[src/rtl/ufifo_arb_pkg.sv]
// Shared types, widths and helpers for the ufifo write-port arbiter.
package ufifo_arb_pkg;

  typedef enum logic [0:0] {
    ARB_IDLE  = 1'b0,
    ARB_BURST = 1'b1
  } arb_state_e;

  localparam int unsigned ARB_CNTW   = 4;
  localparam int unsigned ARB_MAXREQ = 8;
  localparam int unsigned ARB_IDXW   = 3;

  // One-hot decode at the widest supported requester count; callers truncate.
  function automatic logic [ARB_MAXREQ-1:0] onehot(input logic [ARB_IDXW-1:0] idx);
    logic [ARB_MAXREQ-1:0] v;
    v      = '0;
    v[idx] = 1'b1;
    return v;
  endfunction

endpackage

[src/rtl/ufifo_wr_arb_rr_pick.sv]
// Round-robin pick: first set request searching upward from ptr+1 (mod NREQ).
module rr_pick #(
  parameter int unsigned NREQ = 4,
  parameter int unsigned PW   = 2
) (
  input  logic [NREQ-1:0] req,
  input  logic [PW-1:0]   ptr,
  output logic [PW-1:0]   pick,
  output logic            any
);

  logic [PW-1:0] cand;

  // Walk from farthest to nearest so the nearest requester wins.
  always_comb begin
    pick = ptr;
    cand = '0;
    any  = |req;
    for (int i = int'(NREQ); i >= 1; i--) begin
      cand = PW'((int'(ptr) + i) % int'(NREQ));
      if (req[cand]) begin
        pick = cand;
      end
    end
  end

endmodule

[src/rtl/ufifo_wr_arb.sv]
// Round-robin burst arbiter for the single write port of a TX-mode ufifo.
// Define UFIFO_ARB_STATS_EN to add the o_stalls / o_words statistics ports.
module ufifo_wr_arb
  import ufifo_arb_pkg::*;
#(
  parameter int unsigned NREQ     = 4,
  parameter int unsigned BW       = 8,
  parameter int unsigned LGFLEN   = 4,
  parameter int unsigned MAXBURST = 4
) (
  input  logic               i_clk,
  input  logic               i_rst,
  input  logic [NREQ-1:0]    i_req,
  input  logic [NREQ*BW-1:0] i_data,
  input  logic [NREQ-1:0]    i_last,
  output logic [NREQ-1:0]    o_ack,
  output logic [NREQ-1:0]    o_grant,
  output logic               o_wr,
  output logic [BW-1:0]      o_data,
  input  logic [LGFLEN-1:0]  i_space,
`ifdef UFIFO_ARB_STATS_EN
  output logic [15:0]        o_stalls,
  output logic [15:0]        o_words,
`endif
  output logic               o_busy
);

  localparam int unsigned PW = $clog2(NREQ);

  arb_state_e          state, state_d;
  logic [PW-1:0]       ptr, ptr_d;
  logic [PW-1:0]       owner, owner_d;
  logic [PW-1:0]       pick;
  logic                any;
  logic [ARB_CNTW-1:0] cnt, cnt_d;
  logic [NREQ-1:0]     grant_d;
  logic                wr_d;
  logic [BW-1:0]       data_d;
  logic                owner_req;
  logic                owner_last;
  logic [BW-1:0]       owner_data;
  logic                accept;
  logic                burst_end;

  rr_pick #(
    .NREQ (NREQ),
    .PW   (PW)
  ) u_pick (
    .req  (i_req),
    .ptr  (ptr),
    .pick (pick),
    .any  (any)
  );

  assign owner_req  = i_req[owner];
  assign owner_last = i_last[owner];
  assign owner_data = i_data[32'(owner) * BW +: BW];

  // A write still in flight has not yet been subtracted from i_space.
  assign accept    = (state == ARB_BURST) && owner_req && !i_rst &&
                     (i_space > LGFLEN'(o_wr));
  assign burst_end = owner_last || (cnt == ARB_CNTW'(MAXBURST - 1));
  assign o_busy    = (state == ARB_BURST);

  // Next-state, ack and output-register decode.
  always_comb begin
    state_d = state;
    ptr_d   = ptr;
    owner_d = owner;
    cnt_d   = cnt;
    wr_d    = 1'b0;
    data_d  = o_data;
    o_ack   = '0;
    case (state)
      ARB_IDLE: begin
        if (any) begin
          owner_d = pick;
          ptr_d   = pick;
          cnt_d   = '0;
          state_d = ARB_BURST;
        end
      end
      ARB_BURST: begin
        if (accept) begin
          o_ack  = NREQ'(onehot(ARB_IDXW'(owner)));
          wr_d   = 1'b1;
          data_d = owner_data;
          cnt_d  = cnt + ARB_CNTW'(1);
          if (burst_end) begin
            state_d = ARB_IDLE;
          end
        end else if (!owner_req) begin
          state_d = ARB_IDLE;
        end
      end
      default: begin
        state_d = ARB_IDLE;
      end
    endcase
    grant_d = (state_d == ARB_BURST) ? NREQ'(onehot(ARB_IDXW'(owner_d))) : '0;
  end

  always_ff @(posedge i_clk) begin
    if (i_rst) begin
      state   <= ARB_IDLE;
      ptr     <= PW'(NREQ - 1);
      owner   <= '0;
      cnt     <= '0;
      o_grant <= '0;
      o_wr    <= 1'b0;
      o_data  <= '0;
    end else begin
      state   <= state_d;
      ptr     <= ptr_d;
      owner   <= owner_d;
      cnt     <= cnt_d;
      o_grant <= grant_d;
      o_wr    <= wr_d;
      o_data  <= data_d;
    end
  end

`ifdef UFIFO_ARB_STATS_EN
  // Stalls saturate so a long back-pressure episode never reads as a small count.
  always_ff @(posedge i_clk) begin
    if (i_rst) begin
      o_stalls <= '0;
      o_words  <= '0;
    end else begin
      if ((state == ARB_BURST) && owner_req && !accept && (o_stalls != 16'hFFFF)) begin
        o_stalls <= o_stalls + 16'd1;
      end
      if (accept) begin
        o_words <= o_words + 16'd1;
      end
    end
  end
`endif

endmodule

[config.mk]
export PLATFORM = sky130hd
export DESIGN_NAME = ufifo_wr_arb
export DESIGN_NICKNAME = d
export VERILOG_FILES = /design/src/rtl/ufifo_arb_pkg.sv /design/src/rtl/ufifo_wr_arb_rr_pick.sv /design/src/rtl/ufifo_wr_arb.sv
export SDC_FILE = /design/constraint.sdc
export NUM_CORES = 1
export LEC_CHECK = 0
export BUFFER_PORTS_ARGS = -buffer_cell sky130_fd_sc_hd__buf_2
export CAP_MARGIN = 0
export CORE_AREA = 2 2 66 68
export DETAILED_ROUTE_END_ITERATION = 10
export DIE_AREA = 0 0 68 70
export SYNTH_ARGS = -nofsm -noshare
export SYNTH_HDL_FRONTEND = slang
export SYNTH_SLANG_ARGS = --single-unit
[constraint.sdc]
create_clock -name i_clk -period 4.1 [get_ports i_clk]
set_clock_uncertainty 0.1 [all_clocks]
set_input_delay 0.615 -clock i_clk [delete_from_list [all_inputs] [get_ports i_clk]]
set_output_delay 0.615 -clock i_clk [all_outputs]
set_load 0.01 [all_outputs]
* After elaboration in Yosys (flattened, before gate mapping)
Cells that the tools add are included.
** Cells by class
- Order comparisons :: 10
- Add/sub/neg operators :: 5
- Shifts and indexed selects :: 1
- Bitwise gates (word level) :: 2
- Reductions and logical operators :: 13
- Equal/unequal tests :: 3
- Muxes and demuxes :: 33
** Operators by type and width (number)
- 32-bit by 6-bit variable part select with 8-bit output :: 1
- 4-bit two-way mux :: 4
- 2-bit by 3-bit < comparator with 1-bit output, second input constant :: 5
- 1-bit two-way mux :: 13
- 1-bit binary-select mux with 2-bit select :: 6
- 2-bit two-way mux :: 6
- 2-bit by 4-bit < comparator with 1-bit output, second input constant :: 2
- 4-bit case mux with 2 select lines :: 1
- 2-bit AND reduction :: 3
- 1-bit logical AND :: 5
- 2-bit by 1-bit adder with 2-bit output, second input constant :: 2
- 2-bit adder, second input constant :: 2
- 4-bit by 1-bit adder with 4-bit output, second input constant :: 1
- 1-bit demux with 2-bit select :: 2
- 4-bit by 2-bit == test with 1-bit output, second input constant :: 1
- 2-bit by 1-bit >= comparator with 1-bit output, second input constant :: 2
- 4-bit by 1-bit > comparator with 1-bit output :: 1
- 2-bit OR reduction :: 2
- 4-bit OR reduction :: 1
- 2-bit by 1-bit inequality test with 1-bit output, second input constant :: 1
- 2-bit inequality test, second input constant :: 1
- 1-bit inverter :: 2
- 1-bit case mux with 2 select lines :: 1
- 1-bit zero test :: 1
- 1-bit logical OR :: 1
** Word-level totals
- Input bits :: 46
- Register bits after elaboration :: 22
- Word-level logic and storage cells :: 74
- Output and inout bits :: 18

* Longest topological paths before layout
- Word-level depth :: 13
- Gate-level depth with buffers :: 7
- Mapped depth without buffers :: 6

* By module
Synthesis repeated with hierarchy kept, for this count alone.
** Unflattened totals
- Cells, all modules :: 116
- Area, all modules :: 1315.0 um2
** Modules (own cells, without submodules)
- ufifo_wr_arb :: seq. area each 440.4 um2, cells an instance 104, instances 1, area an instance 1228.7 um2
- rr_pick :: seq. area each 0.0 um2, cells an instance 12, instances 1, area an instance 86.3 um2

* Least setup slack after synthesis
No wires, ideal clock.
- Path type :: input port to output port
- Start :: input i_space[0]
- End :: output o_ack[1]
- Data arrival time :: 2015 ps
- Buffers on the path :: 1
- Stages :: 7
- Required time :: 3385 ps
- Path slack :: 1370 ps
- Path through :: inv_1 -> ha_1 -> nor2_1 -> or2_2 -> buf_1 -> nand2_1 -> nor4b_1
** Between the ends
- Cells in the longest elaborated chain, start to end :: 4
** Ends and longest elaborated chain
- start: declaration :: RTL line ufifo_wr_arb.sv:20 : input logic [LGFLEN-1:0] i_space,
- 4-bit by 1-bit > comparator with 1-bit output :: RTL line ufifo_wr_arb.sv:61 : (i_space > LGFLEN'(o_wr));
- 1-bit logical AND :: RTL line ufifo_wr_arb.sv:60 : assign accept = (state == ARB_BURST) && owner_req && !i_rst &&
- 4-bit two-way mux :: RTL line ufifo_wr_arb.sv:84 : if (accept) begin
- 4-bit two-way mux :: RTL line ufifo_wr_arb.sv:74 : case (state)
- end: declaration :: RTL line ufifo_wr_arb.sv:16 : output logic [NREQ-1:0] o_ack,
No other way between the ends.

* Worst setup path in the final report
- Start :: register owner[0]
- End :: output o_ack[2]
** Between the ends
- Cells in the longest elaborated chain, start to end :: 7
- Elaborated cells on any way between the ends :: 12
- Those cells by class :: 2 x order compare; 6 x mux; 4 x reduce/logical
** Ends and longest elaborated chain
- start: declaration :: RTL line ufifo_wr_arb.sv:32 : logic [PW-1:0] owner, owner_d;
- start signal: assignment :: RTL line ufifo_wr_arb.sv:115 : owner <= owner_d;
- branches (longest 5 deep; another with 2-bit by 4-bit < comparator with 1-bit output)
- 4-bit two-way mux * :: RTL line ufifo_wr_arb.sv:84
- 4-bit two-way mux * :: RTL line ufifo_wr_arb.sv:74
Mark *: on every way between the ends. The select of a mux whose other input is x is not followed.

==> flow_summary.json <==
{
  "place_ws_ns": 1.39,
  "cellPowerDensity_nw_per_um2": 378,
  "grt_antenna_before_repair": 0,
  "period_share_pct": 68.8,
  "yosys.area.top_type_share_pct": 32.6,
  "critical_path_class": "register to output port",
  "slew_violations": 0,
  "cp.buffers_inverters": 2,
  "count_of_cell_instances_traversed_by_the_critical_path": 6,
  "detail_route.wirelength_mm": 3.58,
  "via_count": 1312,
  "initial_core_util_pct": 32.6,
  "worst_r2r_path_depth": 5,
  "critical-path-slowest-cell": "sky130_fd_sc_hd__a22o_1",
  "worst_path_largest_cell_delay_ns": 0.41,
  "timing.hold.worst.class": "register to register",
  "ctsLongestPathBuffers": 2,
  "ys_top_cells_by_area": "sky130_fd_sc_hd__dfxtp_1, sky130_fd_sc_hd__mux4_2, sky130_fd_sc_hd__nand3_1, sky130_fd_sc_hd__a21oi_1, sky130_fd_sc_hd__o21ai_0",
  "post_drt_wl_per_cell_um": 14.3,
  "count_of_synthesis_stage_warnings_from_yosys": 0,
  "postCtsSetupRepairBufs": 0,
  "cts_htree_levels": 1,
  "postSynthAreaPerCell_um2": 9.58,
  "place_congestion": 0.712,
  "clockRootBuffer": "sky130_fd_sc_hd__clkbuf_8",
  "numCtsBuffers": 3,
  "hold_viol_final": 0,
  "cts_tree": "done",
  "fin_setup_tns_ns": 0,
  "grt_start_max_net_pins": 22,
  "unrepaired_setup_endpoints_after_global_routing": "false",
  "area_growth_pct": 28.9,
  "finalSetupViolCount": 0,
  "layout_min_cycle_time_ns": 2.82,
  "drt_first_iter_violations": 67,
  "critical_path.max_fanout": 17,
  "start_kind": "register",
  "via_per_inst": 5.23,
  "drtAntennaViolNets": 0,
  "critical_path_arrival_ns": 2.11,
  "grt.overflow.total": 0,
  "globalRouteTotalUtil_pct": 15.5,
  "postSynthNetCount": 189,
  "yosys_register_bits": 22,
  "clock_pin_slew_of_the_registers_on_the_worst_case_setup_and_hold_paths_ns": 0.08,
  "place_hpwl_mm": 2.68,
  "measured_slew_at_the_worst_slew_check_pin_ns": 0.854,
  "post-route-util_pct": 42.0,
  "netlist.top_cell.by_area": "sky130_fd_sc_hd__dfxtp_1",
  "cts_hold_repair.buffers": 0,
  "hold-path-cell-count": 2,
  "dominantRegCellSynth": "sky130_fd_sc_hd__dfxtp_1",
  "postLayoutSetupSlackWorst_ns": 1.28,
  "design.die.area_um2": 4760,
  "grt_pass1_vias": 1226,
  "number_of_enable_flip_flop_cells_after_synthesis": 0,
  "max_freq_ghz": 0.354,
  "diodes": 0,
  "top_level_ports": 64,
  "path_cells": "buf_4, and2_1, a22o_1, nand2_1, nor4b_1, buf_2",
  "crit_path_end_kind": "output port",
  "synthesis.instances": 141,
  "max_cap_viols": 0,
  "synth.most_common_cell": "sky130_fd_sc_hd__dfxtp_1",
  "design.core.area_um2": 4140,
  "y_dimension_of_the_die_um": 70,
  "timing.slew.headroom_pct": 42.9,
  "clk_latency_ns": 0.26,
  "yosysSeqAreaShare_pct": 32.6,
  "fraction_of_layout_cells_with_a_size_suffix_above_1_pct": 43.2,
  "synth_commonest_cells": "sky130_fd_sc_hd__dfxtp_1, sky130_fd_sc_hd__nand3_1, sky130_fd_sc_hd__a21oi_1, sky130_fd_sc_hd__mux4_2",
  "grt_pass1_wl_mm": 5.68,
  "first_pass_iters": 4,
  "post_cts_resize_count": 0,
  "synth_cell_types": 41,
  "final_nets": 248,
  "cpLargestDelayFamily": "simple AND/OR/NAND/NOR gates",
  "port_buffer_count": 63,
  "power.ir.vdd_worst_v": 0.000183,
  "mappedNetlistArea_um2": 1350,
  "p_leak_nw": 0.734,
  "crit_required_ns": 3.38,
  "synth-async-reset-ratio_pct": 0,
  "route.detailed.drc": 0,
  "cts_sinks": 22,
  "fp.dieW_um": 68,
  "outcome": "completed",
  "placement_rows": 24
}
power breakdown:
part	internal, mW	switching (mW)
logic	0.118	0.128
registers	0.241	0.0184
clock network	0.0855	0.0681
total	0.444	0.214
metal layers:
| metal | vias to the layer above | wire length [µm] | track usage, % |
|---|---|---|---|
| li1 | 659 | - | - |
| met1 | 602 | 1590 | 20.2 |
| met2 | 49 | 1740 | 25.9 |
| met3 | 2 | 222 | 3.54 |
| met4 | 0 | 25 | 2.67 |
| met5 | - | 0 | 0 |
sequential cells by signal, indices dropped and copies added, names as in the netlist:
name	cells
o_grant	4
cnt	4
owner	2
ptr	2
o_busy	1
o_data	8
o_wr	1
worst min-delay path: stages, from the launching register on:
cell and delay [ns]:
sky130_fd_sc_hd__dfxtp_1 0.31, sky130_fd_sc_hd__o21ai_0 0.06, sky130_fd_sc_hd__a21oi_1 0.06
stage by stage:
| stage | hold slack, ns | std cells | total power [mW] | area [µm²] |
|---|---|---|---|---|
| floorplan | 0.361 | 141 | 0.441 | 1350 |
| global placement | 0.366 | 247 | 0.507 | 1690 |
| detailed placement | 0.367 | 247 | 0.510 | 1690 |
| CTS | 0.379 | 251 | 0.664 | 1740 |
| global route | 0.387 | 251 | 0.703 | 1740 |
| finish | 0.380 | 251 | 0.658 | 1740 |
cell families after synthesis:
logic type | count (synthesis) | synth area share [%]
AOI/OAI and AO/OA | 41 | 20.6
adders and majority gates | 2 | 1.85
buffers and inverters | 15 | 5.55
DFF | 22 | 32.6
muxes | 12 | 18.6
and+or+nand+nor | 49 | 20.7
layout make-up:
class | count | area (µm²)
Clock buffer | 4 | 55.1
Inverter | 4 | 15.0
Tap cell | 52 | 65.1
Sequential cell | 22 | 440
Multi-Input combinational cell | 104 | 836
Fill cell | 430 | 2400
Timing Repair Buffer | 65 | 330
layout by cell type (no fill, tap or decap), types with 2 or more instances in the layout:
master / instances
sky130_fd_sc_hd__nand2b_1: 2
sky130_fd_sc_hd__o211ai_1: 2
sky130_fd_sc_hd__nor4b_1: 2
sky130_fd_sc_hd__buf_2: 63
sky130_fd_sc_hd__or3_1: 3
sky130_fd_sc_hd__ha_1: 2
sky130_fd_sc_hd__dfxtp_1: 22
sky130_fd_sc_hd__buf_4: 2
sky130_fd_sc_hd__nand3_1: 12
sky130_fd_sc_hd__inv_1: 4
sky130_fd_sc_hd__a211oi_1: 5
sky130_fd_sc_hd__nor2_1: 9
sky130_fd_sc_hd__or4_1: 3
sky130_fd_sc_hd__mux4_2: 10
sky130_fd_sc_hd__clkbuf_8: 4
sky130_fd_sc_hd__o31ai_1: 5
sky130_fd_sc_hd__nor2b_1: 6
sky130_fd_sc_hd__a21oi_1: 11
sky130_fd_sc_hd__nor4_1: 4
sky130_fd_sc_hd__o21ai_0: 9
worst paths after layout:
check | startpoint | to | slack, ns
worst max-delay path | owner[0]$_SDFF_PP0_ | o_ack[2] | 1.28
worst min-delay path | o_data[0]$_SDFFE_PP0P_ | o_data[0]$_SDFFE_PP0P_ | 0.38
worst max register to register | owner[1]$_SDFF_PP0_ | o_grant[3]$_SDFF_PP0_ | 2.13
worst min register to register | o_data[0]$_SDFFE_PP0P_ | o_data[0]$_SDFFE_PP0P_ | 0.38
Power figures use the tool's default switching activity.
